===== config.mk =====
export PLATFORM = sky130hd
export DESIGN_NAME = onehot_rr_arbiter_flat
export DESIGN_NICKNAME = d
export VERILOG_FILES = /design/src/rtl/onehot_rr_arbiter_if.sv /design/src/rtl/onehot_rr_arbiter.sv /design/src/flat_wrapper.sv
export SDC_FILE = /design/constraint.sdc
export NUM_CORES = 1
export LEC_CHECK = 0
export CORE_AREA = 8 8 45 47
export CTS_BUF_LIST = sky130_fd_sc_hd__clkbuf_8
export CTS_CLUSTER_DIAMETER = 30
export CTS_CLUSTER_SIZE = 16
export DETAILED_ROUTE_END_ITERATION = 8
export DIE_AREA = 0 0 53 55
export MAX_ROUTING_LAYER = met4
export PLACE_DENSITY = 0.73
export RECOVER_POWER = 50
export SETUP_SLACK_MARGIN = 0.5
export SLEW_MARGIN = 20
export SYNTH_ARGS = -nofsm -noshare
export SYNTH_HDL_FRONTEND = slang
export SYNTH_SLANG_ARGS = --single-unit
export TNS_END_PERCENT = 20

===== constraint.sdc =====
create_clock -name clk -period 2.4 [get_ports clk]
set_input_delay 0.24 -clock clk [delete_from_list [all_inputs] [get_ports clk]]
set_output_delay 0.24 -clock clk [all_outputs]
set_load 0.02 [all_outputs]

===== src/rtl/onehot_rr_arbiter_if.sv =====
// Handshake bundle between the requesters/resource and the round-robin arbiter.
// The arbiter sits on the slave side. The requesters and the resource drive
// req/done from the master side.
interface onehot_rr_arbiter_if #(
   parameter int N_REQ = 4,
   parameter int W_IDX = $clog2(N_REQ)
);
   logic [N_REQ-1:0] req;
   logic             done;
   logic [N_REQ-1:0] gnt;
   logic             gnt_valid;
   logic [W_IDX-1:0] gnt_idx;
   logic             timeout;

   modport master (
      output req, done,
      input  gnt, gnt_valid, gnt_idx, timeout
   );

   modport slave (
      input  req, done,
      output gnt, gnt_valid, gnt_idx, timeout
   );
endinterface


===== src/rtl/onehot_rr_arbiter.sv =====
// Round-robin arbiter with registered one-hot grant, held for a whole transaction.
// A grant is released by done, or by an optional hold watchdog.
// On release the arbiter re-arbitrates in the same edge, so handover has no idle bubble.
// gnt feeds the select input of an AND-OR one-hot mux directly.
module onehot_rr_arbiter #(
   parameter int N_REQ    = 4,
   parameter int MAX_HOLD = 0,
   parameter int W_IDX    = $clog2(N_REQ),
   parameter int W_CNT    = (MAX_HOLD > 0) ? $clog2(MAX_HOLD + 1) : 1
) (
   input logic                clk,
   input logic                rst,
   onehot_rr_arbiter_if.slave bus
);
   // One extra bit so that ptr + offset can exceed N_REQ before the wrap.
   localparam int W_SUM     = W_IDX + 1;
   localparam int HOLD_LAST = (MAX_HOLD > 0) ? MAX_HOLD - 1 : 0;

   typedef enum logic {IDLE, BUSY} state_t;

   state_t           state_q, state_n;
   logic [N_REQ-1:0] gnt_q, gnt_n;
   logic             gnt_valid_q;
   logic [W_IDX-1:0] gnt_idx_q, gnt_idx_n;
   logic [W_IDX-1:0] ptr_q, ptr_n;
   logic [W_CNT-1:0] cnt_q, cnt_n;
   logic             timeout_q, timeout_n;

   logic             win_found;
   logic [W_IDX-1:0] win_idx;
   logic [W_IDX-1:0] win_ptr;
   logic [W_SUM-1:0] sum;
   logic             expire;

   // Find the first requester at or after ptr, wrapping modulo N_REQ.
   // The loop runs from the highest offset down, so the lowest offset wins.
   // NOTE: every variable written here gets a default first; a path that skips an assignment would infer a latch.
   always_comb begin
      win_found = 1'b0;
      win_idx   = '0;
      sum       = '0;
      for (int k = N_REQ - 1; k >= 0; k--) begin
         sum = W_SUM'(ptr_q) + W_SUM'(k);
         if (sum >= W_SUM'(N_REQ)) begin
            sum = sum - W_SUM'(N_REQ);
         end
         if (bus.req[sum[W_IDX-1:0]]) begin
            win_found = 1'b1;
            win_idx   = sum[W_IDX-1:0];
         end
      end
   end

   // The pointer moves one past the winner, so the winner has the lowest priority in the next round.
   assign win_ptr = (win_idx == W_IDX'(N_REQ - 1)) ? '0 : win_idx + W_IDX'(1);

   // The watchdog fires on the MAX_HOLD-th edge after the grant that has no done.
   assign expire = (MAX_HOLD > 0) && (cnt_q == W_CNT'(HOLD_LAST));

   // Next-state logic: grant from IDLE, hold while busy, release and re-arbitrate on done or expiry.
   always_comb begin
      state_n   = state_q;
      gnt_n     = gnt_q;
      gnt_idx_n = gnt_idx_q;
      ptr_n     = ptr_q;
      cnt_n     = cnt_q;
      timeout_n = 1'b0;
      unique case (state_q)
         IDLE: begin
            if (win_found) begin
               state_n        = BUSY;
               gnt_n          = '0;
               gnt_n[win_idx] = 1'b1;
               gnt_idx_n      = win_idx;
               ptr_n          = win_ptr;
               cnt_n          = '0;
            end
         end
         BUSY: begin
            if (bus.done || expire) begin
               // When done and expiry coincide, done wins and there is no timeout pulse.
               timeout_n = ~bus.done;
               if (win_found) begin
                  gnt_n          = '0;
                  gnt_n[win_idx] = 1'b1;
                  gnt_idx_n      = win_idx;
                  ptr_n          = win_ptr;
                  cnt_n          = '0;
               end else begin
                  state_n = IDLE;
                  gnt_n   = '0;
                  cnt_n   = '0;
               end
            end else begin
               cnt_n = cnt_q + W_CNT'(1);
            end
         end
         default: begin
            state_n = IDLE;
            gnt_n   = '0;
         end
      endcase
   end

   // State and output registers; all clear asynchronously on reset.
   // NOTE: sequential state uses non-blocking assignments, so every register samples the pre-edge values.
   always_ff @(posedge clk or posedge rst) begin
      if (rst) begin
         state_q     <= IDLE;
         gnt_q       <= '0;
         gnt_valid_q <= 1'b0;
         gnt_idx_q   <= '0;
         ptr_q       <= '0;
         cnt_q       <= '0;
         timeout_q   <= 1'b0;
      end else begin
         state_q     <= state_n;
         gnt_q       <= gnt_n;
         gnt_valid_q <= |gnt_n;
         gnt_idx_q   <= gnt_idx_n;
         ptr_q       <= ptr_n;
         cnt_q       <= cnt_n;
         timeout_q   <= timeout_n;
      end
   end

   assign bus.gnt       = gnt_q;
   assign bus.gnt_valid = gnt_valid_q;
   assign bus.gnt_idx   = gnt_idx_q;
   assign bus.timeout   = timeout_q;
endmodule


===== src/flat_wrapper.sv =====
// flat-port wrapper written by rule: the top's interface ports become plain ports
module onehot_rr_arbiter_flat 
#(
   parameter int N_REQ    = 4,
   parameter int MAX_HOLD = 0,
   parameter int W_IDX    = $clog2(N_REQ),
   parameter int W_CNT    = (MAX_HOLD > 0) ? $clog2(MAX_HOLD + 1) : 1
)
  (clk, rst, bus_req, bus_done, bus_gnt, bus_gnt_valid, bus_gnt_idx, bus_timeout);
  onehot_rr_arbiter_if #(.N_REQ(N_REQ), .W_IDX(W_IDX)) bus_i ();
  input logic clk;
  input logic rst;
  input wire logic [$bits(bus_i.req)-1:0] bus_req;
  input wire logic [$bits(bus_i.done)-1:0] bus_done;
  output wire logic [$bits(bus_i.gnt)-1:0] bus_gnt;
  output wire logic [$bits(bus_i.gnt_valid)-1:0] bus_gnt_valid;
  output wire logic [$bits(bus_i.gnt_idx)-1:0] bus_gnt_idx;
  output wire logic [$bits(bus_i.timeout)-1:0] bus_timeout;
  assign bus_i.req = bus_req;
  assign bus_i.done = bus_done;
  assign bus_gnt = bus_i.gnt;
  assign bus_gnt_valid = bus_i.gnt_valid;
  assign bus_gnt_idx = bus_i.gnt_idx;
  assign bus_timeout = bus_i.timeout;
  onehot_rr_arbiter #(.N_REQ(N_REQ), .MAX_HOLD(MAX_HOLD), .W_IDX(W_IDX), .W_CNT(W_CNT)) u_core (.clk(clk), .rst(rst), .bus(bus_i));
endmodule

==> impl_metrics.toml <==
[setup_path]
crit_required_ps = 2500
crit_slowest_cell = "or4_1"
worstPathArrival_ps = 2180
worstSetupPathType = "reg -> reg"
cp-start-kind = "flip-flop"
slowest_delay_ps = 520
cpMostUsedCell = "buf_4"
crit_path_cell_trace = "buf_4 > buf_4 > o22ai_2 > inv_2 > ha_4 > a32oi_1 > o21ai_1 > or4_1"
r2r_cells = 8
cp-end-kind = "flip-flop"
path_max_fanout = 4

[clocking]
cts.sinks = 10
clock_latency_ps = 230
clkTransAtPathRegs_ps = 50
htreeDepth = 1
ctsLongestPathBuffers = 2
cts_root_buffer = "clkbuf_8"
cts_hold_buf = 0
cts_tree = "built"
cts_made_buffers = 3

[yosys]
synth.most_common_cell = "dfrtp_1"
yosys_warnings = 0
synth_area_sq_um = 583
ys_async_sr_fraction_pct = 100
synth_common_cells = "dfrtp_1 (10), inv_1 (5), ha_1 (4), o21ai_0 (4)"
synth.distinct_cells = 25
yosys.area.top_type_share_pct = 42.9
ys_top_cells_by_area = "dfrtp_1 (43%), ha_1 (8.6%), mux2i_1 (5.2%)"
synth_edf_count = 0
synth_area_leader_cell = "dfrtp_1"
syn_avg_cell_area_sq_um = 10.6
synthFlopType = "dfrtp_1"
seq_area_frac_synth_pct = 42.9
synth_cells = 55
synth_seq_cells = 10
synthesis.nets = 66

[route]
routed_wl_microns = 1440
wl_per_cell_microns = 14.1
avgViaCountPerCell = 5.10
drcViolationCount = 0
dr.pass1.iters = 4
routed-via-count = 520
drt_iter0_markers = 8
ant_nets = 0

[layout]
diodes = 0
nNetsFinal = 98
ff_latch_area_sq_um = 251
drive_gt1_share_pct = 36.0
multi_input_comb_area_sq_um = 350
fin_util_pct = 67.5
n_fill_cell = 110
area_delta_synth_final_pct = 60.3

[pwr]
max-vdd-ir-drop_mv = 0.641
power_frac_comb_pct = 48.4
powerDensity_nw_per_um2 = 982
clkPwrFrac_pct = 22.6
p_seq_share_pct = 29.1
p_switching_w = 0.000305
internal-power_w = 0.000613
p_leak_nw = 0.419
netSwitchingFraction_pct = 33.2

[timing]
setup_slack_ps = 326
finalCritPeriodShare_pct = 86.4
slew_viol_final = 0
hold_viol = 0
clock_skew_ps = 1.04
setup_viol = 0
rsz0062_at_grt = "true"
fmax_mhz = 482
fin_crit_ps = 2070

[place]
dp_hpwl_microns = 1070
portBuffers = 13
pre_cts_ws_ps = -144
gp_congestion = 0.832

[outcome]
outcome = "finished, final reports clean"

[run]
max_cap_viol_count = 0

[global_route]
grt_pass1_vias = 540
grt_pass1_wl_microns = 2360
grt-ovfl-total = 0
grt.total_usage_pct = 11.6
grt_max_degree = 11
antenna_found_initial = 0

[die]
die_w_microns = 53
start_util_pct = 42.1
rows = 14
io_pins = 15
core_sq_um = 1380
dieHeight_microns = 55
design.die.area_sq_um = 2920

[worst_hold_path]
hold_class = "in -> async"
metrics by stage:
step           cells  hold WS [ps]  power, W  setup TNS (ps)  area [sq um]
6_report         102           415  0.000918               0           935
5_1_grt          102           459  0.000970               0           935
4_1_cts          101           287  0.000895               0           911
3_5_place_dp      92           504  0.000629            -144           815
3_3_place_gp      92           492  0.000616           -54.7           815
2_1_floorplan     55          80.2  0.000461               0           604
power by group through the flow:
stage               clock network, W  logic (W)  registers [W]
CTS                         0.000212   0.000417       0.000266
global route                0.000223   0.000477       0.000271
floorplan                          0   0.000145       0.000317
global placement                   0   0.000349       0.000267
finish                      0.000207   0.000444       0.000267
detailed placement                 0   0.000358       0.000271
flip-flops by register name, summed over array words and instances (netlist names):
register	count
u_core.bus.gnt	4
u_core.bus.gnt_idx	2
u_core.bus.gnt_valid	1
u_core.ptr_q	2
u_core.state_q	1
kinds of logic after synthesis:
kind of cell	after synthesis	synth area share (%)
compound gates	17	18.9
fa+ha+maj	4	8.58
buf+inv	6	4.51
flops	10	42.9
mux	5	9.01
other cells	1	0.643
simple gates	12	15.5
area by class of cell:
cell class	count	share of cell area, %
Clock buffer	4	5.89
Inverter	5	2.01
Multi-Input combinational cell	39	37.5
Sequential cell	10	26.9
Tap cell	16	2.14
Timing Repair Buffer	28	25.6
placed cells by master, fill, tap and decap left out, types with 3 or more instances in the layout:
master           netlist  routed
ha_1                   4       3
o21ai_1                1       3
clkbuf_8               0       4
mux2i_1                3       3
dlygate4sd2_1          0       3
inv_1                  5       4
buf_4                  1      13
nor2_1                 2       3
clkdlybuf4s50_1        0       7
dfrtp_1               10       9
a32oi_1                3       3
critical path: cells and delay by family (launching register included):
kind | cells | cell delay [ps]
buf+inv | 3 | 350
fa+ha+maj | 1 | 170
compound gates | 3 | 470
flops | 1 | 430
simple gates | 1 | 520
timing repair:
item	in CTS	in global routing
pin swaps	3	6
gates cloned	0	0
endpoints found under the setup margin	1	1
gates resized for setup	8	6
buffers inserted	5	1
layer usage:
layer | vias to the layer above | share of wire (%) | global-route usage (%)
met2 | 11 | 49 | 17.8
met5 | - | 0 | -
met1 | 245 | 46 | 12.8
met3 | 2 | 2.7 | 2.67
li1 | 262 | - | -
met4 | 0 | 2.4 | 9.05
path summary, 6_finish.rpt:
kind                                                   start                           endpoint  slack (ps)
setup / recovery                 u_core.ptr_q[1]$_DFFE_PP0P_     u_core.bus.gnt_valid$_DFF_PP0_         330
hold / removal                                           rst        u_core.bus.gnt[0]$_DFF_PP0_         410
setup reg to reg                 u_core.ptr_q[1]$_DFFE_PP0P_     u_core.bus.gnt_valid$_DFF_PP0_         330
hold reg to reg            u_core.bus.gnt_idx[0]$_DFFE_PP0P_  u_core.bus.gnt_idx[0]$_DFFE_PP0P_         510
max in group asynchronous                                rst        u_core.ptr_q[1]$_DFFE_PP0P_        1700
min in group clk           u_core.bus.gnt_idx[0]$_DFFE_PP0P_  u_core.bus.gnt_idx[0]$_DFFE_PP0P_         510
Note: power is estimated with default switching activity, not from simulation.
